### src/rtl/ram_stream_reader.sv
// ram_stream_reader
// Reads a burst of consecutive words from a 1R1W RAM read port (one-cycle read
// latency) and presents them as a valid/ready stream.
//
// Ports:
//   clk, rst        clock, asynchronous active-low reset
//   cmd_valid/ready command handshake; cmd_addr = start word, cmd_len = words (0 legal)
//   mem_r_addr      RAM read address (held when no read is issued)
//   mem_r_dout      RAM read data, valid one cycle after its address
//   out_valid/ready stream handshake; out_data word, out_last marks final word
//   busy            FSM not IDLE
//   done            one-cycle pulse on burst completion
//   dbg_state       current FSM state
//
// Handshake rule (both cmd and out): a transfer happens in a cycle where valid
// and ready are both 1 at the rising clock edge; valid never depends on ready.
module ram_stream_reader #(
  parameter int ADDR_W = 11,
  parameter int DATA_W = 32
) (
  input  logic              clk,
  input  logic              rst,
  input  logic              cmd_valid,
  output logic              cmd_ready,
  input  logic [ADDR_W-1:0] cmd_addr,
  input  logic [ADDR_W:0]   cmd_len,
  output logic [ADDR_W-1:0] mem_r_addr,
  input  logic [DATA_W-1:0] mem_r_dout,
  output logic              out_valid,
  input  logic              out_ready,
  output logic [DATA_W-1:0] out_data,
  output logic              out_last,
  output logic              busy,
  output logic              done,
  output logic [1:0]        dbg_state
);

  typedef enum logic [1:0] {
    IDLE  = 2'd0,
    ISSUE = 2'd1,
    DRAIN = 2'd2
  } state_t;

  localparam logic [ADDR_W-1:0] ADDR_ONE = 1;
  localparam logic [ADDR_W:0]   LEN_ONE  = 1;
  localparam logic [ADDR_W:0]   LEN_ZERO = '0;

  state_t              state_q, state_d;
  logic [ADDR_W-1:0]   addr_q;
  logic [ADDR_W:0]     rem_q;
  logic [ADDR_W-1:0]   addr_hold_q;
  logic                inflight_q;
  logic                inflight_last_q;
  logic                done_q;
  logic [DATA_W-1:0]   fifo_data_q [2];
  logic                fifo_last_q [2];
  logic                wr_ptr_q;
  logic                rd_ptr_q;
  logic [1:0]          count_q;

  logic                accept;
  logic                issue;
  logic                push;
  logic                pop;
  logic                last_pop;
  logic [2:0]          occ;

  assign accept = (state_q == IDLE) && cmd_valid;
  assign push   = inflight_q;
  assign pop    = (count_q != 2'd0) && out_ready;

  // Slots that will be occupied after this edge if nothing new is issued:
  // stored words plus the word returning from the RAM, minus the word leaving.
  assign occ   = {1'b0, count_q} + {2'b00, inflight_q} - {2'b00, pop};
  assign issue = (state_q == ISSUE) && (rem_q != LEN_ZERO) && (occ < 3'd2);

  assign last_pop = pop && fifo_last_q[rd_ptr_q];

  // Address is combinational during an issue so the RAM sees it this cycle.
  assign mem_r_addr = issue ? addr_q : addr_hold_q;

  assign cmd_ready = (state_q == IDLE);
  assign busy      = (state_q != IDLE);
  assign done      = done_q;
  assign dbg_state = state_q;
  assign out_valid = (count_q != 2'd0);
  assign out_data  = fifo_data_q[rd_ptr_q];
  // Gated so a stale head entry never shows a last marker on an idle stream.
  assign out_last  = out_valid && fifo_last_q[rd_ptr_q];

  always_comb begin
    state_d = state_q;
    case (state_q)
      IDLE:    if (cmd_valid && (cmd_len != LEN_ZERO)) state_d = ISSUE;
      ISSUE:   if (issue && (rem_q == LEN_ONE)) state_d = DRAIN;
      DRAIN:   if (last_pop) state_d = IDLE;
      default: state_d = IDLE;
    endcase
  end

  always_ff @(posedge clk or negedge rst) begin
    if (!rst) state_q <= IDLE;
    else      state_q <= state_d;
  end

  always_ff @(posedge clk or negedge rst) begin
    if (!rst) begin
      addr_q          <= '0;
      rem_q           <= '0;
      addr_hold_q     <= '0;
      inflight_q      <= 1'b0;
      inflight_last_q <= 1'b0;
      done_q          <= 1'b0;
      wr_ptr_q        <= 1'b0;
      rd_ptr_q        <= 1'b0;
      count_q         <= 2'd0;
      for (int i = 0; i < 2; i++) begin
        fifo_data_q[i] <= '0;
        fifo_last_q[i] <= 1'b0;
      end
    end else begin
      if (accept) begin
        addr_q <= cmd_addr;
        rem_q  <= cmd_len;
      end else if (issue) begin
        addr_q <= addr_q + ADDR_ONE;
        rem_q  <= rem_q - LEN_ONE;
      end

      if (issue) addr_hold_q <= addr_q;

      inflight_q      <= issue;
      inflight_last_q <= issue && (rem_q == LEN_ONE);

      done_q <= (accept && (cmd_len == LEN_ZERO)) || ((state_q == DRAIN) && last_pop);

      if (push) begin
        fifo_data_q[wr_ptr_q] <= mem_r_dout;
        fifo_last_q[wr_ptr_q] <= inflight_last_q;
        wr_ptr_q              <= ~wr_ptr_q;
      end
      if (pop) rd_ptr_q <= ~rd_ptr_q;

      case ({push, pop})
        2'b10:   count_q <= count_q + 2'd1;
        2'b01:   count_q <= count_q - 2'd1;
        default: count_q <= count_q;
      endcase
    end
  end

endmodule

### config.mk
export PLATFORM = sky130hd
export DESIGN_NAME = ram_stream_reader
export DESIGN_NICKNAME = d
export VERILOG_FILES = /design/src/rtl/ram_stream_reader.sv
export SDC_FILE = /design/constraint.sdc
export NUM_CORES = 1
export LEC_CHECK = 0
export CELL_PAD_IN_SITES_DETAIL_PLACEMENT = 0
export CELL_PAD_IN_SITES_GLOBAL_PLACEMENT = 1
export CORE_MARGIN = 8
export CORE_UTILIZATION = 36
export DETAILED_ROUTE_END_ITERATION = 8
export PLACE_DENSITY = 0.73
export REMOVE_ABC_BUFFERS = 1
export SKIP_CTS_REPAIR_TIMING = 1
export SLEW_MARGIN = 10
export SYNTH_ARGS = -nofsm -noshare
export SYNTH_HDL_FRONTEND = slang
export SYNTH_SLANG_ARGS = --single-unit
### constraint.sdc
create_clock -name clk -period 3.1 [get_ports clk]
set_clock_uncertainty 0.2 [all_clocks]
set_input_delay 0.465 -clock clk [delete_from_list [all_inputs] [get_ports clk]]
set_output_delay 0.465 -clock clk [all_outputs]
set_load 0.01 [all_outputs]
==> results of run 1 <==
==> layout make-up <==
| cell class | instances | area, um^2 |
|---|---|---|
| clock inverters | 6 | 43.8 |
| clock buffers | 10 | 239 |
| inverters | 11 | 48.8 |
| well taps | 180 | 225 |
| multi-input cells | 290 | 2270 |
| flip-flops and latches | 109 | 2730 |
| fillers | 1216 | 6880 |
| repair buffers | 144 | 1390 |
==> how the worst max path moves through the flow <==
| stage | start | endpoint | slack [ns] |
|---|---|---|---|
| 5_1_grt | count_q[1] | mem_r_addr[5] | -0.32 |
| 2_1_floorplan | out_ready | mem_r_addr[0] | -0.44 |
| 3_5_place_dp | out_ready | mem_r_addr[7] | -0.95 |
| 6_report | count_q[1] | mem_r_addr[5] | -0.15 |
| 4_1_cts | out_ready | mem_r_addr[7] | -0.96 |
| 3_3_place_gp | out_ready | mem_r_addr[2] | -0.93 |
==> worst register-to-register path, cell delays in order, from the launching register on <==
cell	delay [ns]
sky130_fd_sc_hd__dfrtp_1	0.36
sky130_fd_sc_hd__nand2_1	0.07
sky130_fd_sc_hd__nor2_2	0.13
sky130_fd_sc_hd__a21oi_2	0.06
sky130_fd_sc_hd__nand2b_4	0.14
sky130_fd_sc_hd__fa_1	0.39
sky130_fd_sc_hd__xor2_1	0.18
sky130_fd_sc_hd__or3_2	0.48
sky130_fd_sc_hd__or3b_4	0.42
sky130_fd_sc_hd__or3_1	0.32
sky130_fd_sc_hd__a31oi_1	0.13
==> flip-flops by register name (all words and copies together), names as in the netlist <==
signal / cells
addr_hold_q: 11
addr_q: 11
count_q: 2
dbg_state: 2
done: 1
fifo_data_q: 64
fifo_last_q: 2
inflight_last_q: 1
inflight_q: 1
rd_ptr_q: 1
rem_q: 12
wr_ptr_q: 1
==> cells in the final DEF, fill, tap and decap left out, types with 3 or more instances in the layout <==
cell type	synthesis	routed
sky130_fd_sc_hd__clkbuf_2	0	7
sky130_fd_sc_hd__clkbuf_16	0	11
sky130_fd_sc_hd__xor2_1	3	3
sky130_fd_sc_hd__o21ai_0	12	10
sky130_fd_sc_hd__nor4_1	6	6
sky130_fd_sc_hd__nand2_1	58	52
sky130_fd_sc_hd__clkdlybuf4s50_1	0	95
sky130_fd_sc_hd__and3_1	3	3
sky130_fd_sc_hd__nand2_2	0	6
sky130_fd_sc_hd__a31oi_1	3	3
sky130_fd_sc_hd__inv_1	10	10
sky130_fd_sc_hd__nand3_1	13	12
sky130_fd_sc_hd__dfrtp_1	109	109
sky130_fd_sc_hd__ha_1	4	4
sky130_fd_sc_hd__buf_12	0	3
sky130_fd_sc_hd__buf_4	0	30
sky130_fd_sc_hd__a21oi_1	12	11
sky130_fd_sc_hd__or4_4	2	3
sky130_fd_sc_hd__o211ai_1	6	6
sky130_fd_sc_hd__nor3_1	7	6
sky130_fd_sc_hd__inv_6	0	3
sky130_fd_sc_hd__or3_1	3	3
sky130_fd_sc_hd__nor2_1	14	13
sky130_fd_sc_hd__or4_1	4	4
sky130_fd_sc_hd__mux2_2	98	98
sky130_fd_sc_hd__a221o_1	3	3
==> power breakdown <==
group | switching (mW) | internal, mW
Sequential | 0.422 | 2.12
Clock | 0.541 | 0.573
Combinational | 2.14 | 2.69
Total | 3.11 | 5.38
==> routing by layer <==
| metal | vias to the layer above | share of wire (%) |
|---|---|---|
| met3 | 12 | 6.4 |
| met1 | 1873 | 47 |
| li1 | 1821 | - |
| met5 | - | 0 |
| met2 | 108 | 46 |
| met4 | 0 | 1.1 |
==> cell families (layout without fill, tap and decap cells) <==
kind of cell	Yosys count	after routing	share of synthesized area, %
buffers and inverters	32	171	2.37
AO/OA/AOI/OAI	53	53	7.01
multiplexers	100	100	22.2
flip-flops	109	109	53.8
adder cells (fa/ha/maj)	5	5	1.38
AND/OR/NAND/NOR	127	127	12.4
XOR/XNOR	5	5	0.864
==> flow_summary.yaml, run 1 <==
setup_path:
  cp_num_cells: 13
  worst_path_dominant_cell_family: "simple AND/OR/NAND/NOR gates"
  regToRegEndpoint: "rem_q[9]"
  critical_path_buf_inv_count: 3
  worst_setup_path_end_kind: "primary output"
  regToRegStartpoint: "count_q[1]"
  crit_path_cell_trace: "nand2_1, nor2_2, a21oi_2, nand2b_4, fa_1, nand2_2, nor3_4, nand2_2, buf_8, clkbuf_16, nand2_1, nand2_1, clkbuf_2"
  path_max_fanout: 9
  worst_path_most_repeated_cell: "sky130_fd_sc_hd__nand2_1"
  critical_path.startpoint_type: "flip-flop"
  cp_slowest_cell: "sky130_fd_sc_hd__fa_1"
  r2r_cells: 10
  r2r_setup_slack_ns: 0.13
  cp_data_required_time_ns: 2.43
  crit_arrival_ns: 2.59
  timing.critical_path.slowest_cell_delay_ns: 0.51
  crit_type: "flip-flop to primary output"
clock_tree:
  cts-root-buf: "sky130_fd_sc_hd__clkbuf_16"
  largest_buffer_count_on_any_clock_path: 2
  clk_latency_ns: 0.36
  cts.sinks: 109
  clkTransAtPathRegs_ns: 0.07
  cts_buffers: 9
  ctsHtreeMaxLevel: 3
  cts_tree: "built"
die:
  die-width_um: 135
  die_h_um: 135
  die_area_um2: 18100
  ios: 109
  core-area_um2: 13800
  floorplan.rows: 43
  initial_core_util_pct: 36.6
grt:
  number_of_global_route_vias_before_repair: 4010
  grt_start_max_net_pins: 59
  groute.layer.met1.usage_pct: 17.7
  gr-max-usage-layer: "met2"
  met2_usage_in_global_routing_pct: 23.1
  antenna_violations_before_repair: 0
  globalRoute.totalOverflow: 0
  grt_pass1_wl_mm: 20.8
  grtUsageMet3_pct: 5.31
  grt_usage_pct: 14.3
drt:
  route.detailed.drc: 0
  route.detailed.vias_per_inst: 5.09
  antenna_violating_nets_post_route: 0
  first_pass_iters: 4
  vias: 3814
  wl_per_cell_um: 16.9
  wl_mm: 12.7
  iteration_0_drc_count_of_the_detailed_router: 247
logic_synthesis:
  ys.flop_type: "sky130_fd_sc_hd__dfrtp_1"
  post_synth_main_area_contributors: "sky130_fd_sc_hd__dfrtp_1 (54%), sky130_fd_sc_hd__mux2_2 (22%), sky130_fd_sc_hd__nand2_1 (4.3%)"
  synth.distinct_cells: 51
  synth_largest_area_cell: "sky130_fd_sc_hd__dfrtp_1"
  async_reset_ff_share_pct: 100
  syn_area_um2: 5070
  netlist_instances: 431
  synth.avg_cell_area_um2: 11.8
  synth-warning-count: 0
  most_repeated_cell_in_the_gate_level_netlist_after_synthesis: "sky130_fd_sc_hd__dfrtp_1"
  synth.ff_latch_count: 109
  seq_area_frac_synth_pct: 53.8
  synth_top_cell_area_share_pct: 53.8
  synth_common_cells: "sky130_fd_sc_hd__dfrtp_1 (109), sky130_fd_sc_hd__mux2_2 (98), sky130_fd_sc_hd__nand2_1 (58)"
  synth_edf_count: 0
timing:
  layout_min_cycle_time_ns: 3.25
  max_slew_margin_pct: 52.6
  hold_slack_ns: 0.266
  final_min_period_over_clock_period_pct: 105
  final.setup.tns_ns: -1.48
  setup_viol: 11
  finalHoldViolations: 0
  tightest_slew_ns: 0.711
  rsz0062_at_grt: "yes"
  final.setup.worst_slack_ns: -0.155
  max_freq_mhz: 307
  slew_viol_final: 0
final_layout:
  drive_gt1_share_pct: 31.9
  antenna_cells_inserted: 0
  area_growth_pct: 37.2
  layoutNonFillerInstCount: 750
  final_core_util_pct: 50.3
  final_nets: 629
  post-route-cell-area_um2: 6950
placed_design:
  pre_cts_slack_ns: -0.951
  placed_cells_incl_taps: 726
  post_dp_cell_area_um2: 6540
  finalWeightedCongestion: 0.809
  place.detailed.hpwl_mm: 8.90
  port_buffers: 108
worst_hold_path:
  hold_class: "flip-flop to flip-flop"
  hold_path.startpoint: "addr_hold_q[8]"
  min_to: "addr_hold_q[8]"
  min_delay_path_depth: 2
run_status:
  outcome: "finished with violations"
  failing_checks: "setup timing"
power_and_ir_drop:
  power.density_nw_per_um2: 1220
  p_leak_nw: 2.96
  fin_total_pwr_mw: 8.48
  ir_drop_uv: 685
run:
  timing.max_cap.violations: 0
(Power assumes the default switching activity.)
==> run 2, diff against run 1 <==
--- a/config.mk
+++ b/config.mk
@@ -5,6 +5,7 @@
 export SDC_FILE = /design/constraint.sdc
 export NUM_CORES = 1
 export LEC_CHECK = 0
+export CAP_MARGIN = 10
 export CELL_PAD_IN_SITES_DETAIL_PLACEMENT = 0
 export CELL_PAD_IN_SITES_GLOBAL_PLACEMENT = 1
 export CORE_MARGIN = 8
@@ -12,7 +13,6 @@
 export DETAILED_ROUTE_END_ITERATION = 8
 export PLACE_DENSITY = 0.73
 export REMOVE_ABC_BUFFERS = 1
-export SKIP_CTS_REPAIR_TIMING = 1
 export SLEW_MARGIN = 10
 export SYNTH_ARGS = -nofsm -noshare
 export SYNTH_HDL_FRONTEND = slang
==> flow_summary.yaml, run 2 (synthesis gave the netlist of run 1 again) <==
setup_path:
  path_max_fanout: 7
  worst_setup_path_end_kind: "primary output"
  cp_data_required_time_ns: 2.43
  crit_type: "flip-flop to primary output"
  crit_arrival_ns: 2.55
  critical_path.startpoint_type: "flip-flop"
placed_design:
  finalWeightedCongestion: 0.809
  place.detailed.hpwl_mm: 8.90
  placed_cells_incl_taps: 726
  port_buffers: 108
  pre_cts_slack_ns: -0.951
timing:
  setup_viol: 10
  max_freq_mhz: 311
  rsz0062_at_grt: "yes"
  layout_min_cycle_time_ns: 3.22
  max_slew_margin_pct: 52.9
  slew_viol_final: 0
  finalHoldViolations: 0
  final_min_period_over_clock_period_pct: 104
  tightest_slew_ns: 0.706
  final.setup.worst_slack_ns: -0.118
  final.setup.tns_ns: -0.943
power_and_ir_drop:
  ir_drop_uv: 827
  p_leak_nw: 3.03
  power.density_nw_per_um2: 1260
drt:
  route.detailed.drc: 0
  wl_mm: 12.9
  route.detailed.vias_per_inst: 5.07
  iteration_0_drc_count_of_the_detailed_router: 240
  wl_per_cell_um: 17.0
  antenna_violating_nets_post_route: 0
  first_pass_iters: 4
  vias: 3836
grt:
  grt_pass1_wl_mm: 21.1
  grt_start_max_net_pins: 59
  groute.layer.met1.usage_pct: 17.9
  grt_usage_pct: 14.5
  met2_usage_in_global_routing_pct: 23.6
  gr-max-usage-layer: "met2"
  number_of_global_route_vias_before_repair: 4100
  antenna_violations_before_repair: 0
  grtUsageMet3_pct: 5.13
  globalRoute.totalOverflow: 0
final_layout:
  final_core_util_pct: 51.5
  antenna_cells_inserted: 0
  largest-register: "fifo_data_q"
  largestRegisters: "fifo_data_q (64), rem_q (12)"
  layout_common_cells: "sky130_fd_sc_hd__dfrtp_1 (109), sky130_fd_sc_hd__mux2_2 (98), sky130_fd_sc_hd__clkdlybuf4s50_1 (95), sky130_fd_sc_hd__nand2_1 (39), sky130_fd_sc_hd__buf_4 (35)"
  drive_gt1_share_pct: 35.4
  max_reg_flops: 64
  area_growth_pct: 40.6
  layoutNonFillerInstCount: 756
  final_nets: 635
  mostFrequentLayoutCell: "sky130_fd_sc_hd__dfrtp_1"
worst_hold_path:
  hold_class: "flip-flop to flip-flop"
clock_tree:
  cts_buffers: 9
  largest_buffer_count_on_any_clock_path: 2
  ctsHtreeMaxLevel: 3
  cts-root-buf: "sky130_fd_sc_hd__clkbuf_16"
  clkTransAtPathRegs_ns: 0.07
  cts.sinks: 109
  cts_tree: "built"
  clk_latency_ns: 0.36
die:
  die-width_um: 135
  core-area_um2: 13800
  die_area_um2: 18100
  initial_core_util_pct: 36.6
  die_h_um: 135
  floorplan.rows: 43
  ios: 109
run_status:
  outcome: "finished with violations"
  failing_checks: "setup timing"
run:
  timing.max_cap.violations: 0
-- run 2: changes by cell type in the layout (fill, tap and decap cells not counted), moves of 5 or more --
cell	before	now
sky130_fd_sc_hd__nand2_1	52	39
sky130_fd_sc_hd__nand2_4	0	8
sky130_fd_sc_hd__buf_6	2	9
sky130_fd_sc_hd__clkbuf_2	7	0
sky130_fd_sc_hd__buf_4	30	35
sky130_fd_sc_hd__nand2_2	6	11
-- run 2: power by group --
group / internal (mW) / total, mW / leakage, nW / switching (mW)
sequential: 2.12 / 2.55 / 1.30 / 0.434
combinational: 3.01 / 5.31 / 1.59 / 2.30
clock: 0.573 / 1.11 / 0.140 / 0.540
-- run 2: per-layer routing --
metal / vias to the layer above / part of all wire, %
li1: 1834 / -
met1: 1889 / 46
met2: 102 / 47
met3: 11 / 6.0
met4: 0 / 0.95
met5: - / 0
-- run 2: timing repair --
action,in CTS,in global routing
endpoints found under the setup margin,18,14
cloned,2,1
pin swaps,8,21
setup buffers,8,4
hold buffers,1,0
resized for setup,61,41
hold endpoints to repair,51,0
-- run 2: stage by stage --
stage	hold WS (ns)	area, um^2	power [mW]
after floorplan	-0.0306	4990	4.90
after global placement	0.255	6540	6.99
after detailed placement	0.258	6540	7.09
after CTS	0.275	6920	8.52
after global routing	0.311	7120	9.57
final	0.276	7120	8.97
-- run 2: worst paths after layout --
kind                       cells past startpoint              end       startpoint  slack [ns]
setup / recovery                              13    mem_r_addr[6]       count_q[1]       -0.12
min in group asynchronous                      2  fifo_data_q[29]              rst        0.53
hold reg to reg                                2  addr_hold_q[10]  addr_hold_q[10]        0.28
setup reg to reg                              13        addr_q[6]       count_q[1]        0.14
max in group asynchronous                      3  fifo_data_q[15]              rst        1.41
hold / removal                                 2  addr_hold_q[10]  addr_hold_q[10]        0.28
-- run 2: critical path: stages (launching register included) --
cell and delay [ns]:
sky130_fd_sc_hd__dfrtp_1 0.36, sky130_fd_sc_hd__nand2_1 0.07, sky130_fd_sc_hd__nor2_2 0.13, sky130_fd_sc_hd__a21oi_2 0.05, sky130_fd_sc_hd__nand2b_4 0.13, sky130_fd_sc_hd__fa_2 0.52, sky130_fd_sc_hd__nand2_2 0.08, sky130_fd_sc_hd__nor3_4 0.17
sky130_fd_sc_hd__nand2_2 0.11, sky130_fd_sc_hd__buf_8 0.17, sky130_fd_sc_hd__clkbuf_16 0.16, sky130_fd_sc_hd__nand2_4 0.06, sky130_fd_sc_hd__nand2_4 0.05, sky130_fd_sc_hd__buf_6 0.12
-- run 2: layout make-up --
cell class,count,area [um^2]
Clock inverter,6,43.8
Clock buffer,10,239
Multi-Input combinational cell,290,2350
Inverter,11,53.8
Sequential cell,109,2730
Tap cell,180,225
Fill cell,1210,6700
Timing Repair Buffer,150,1480
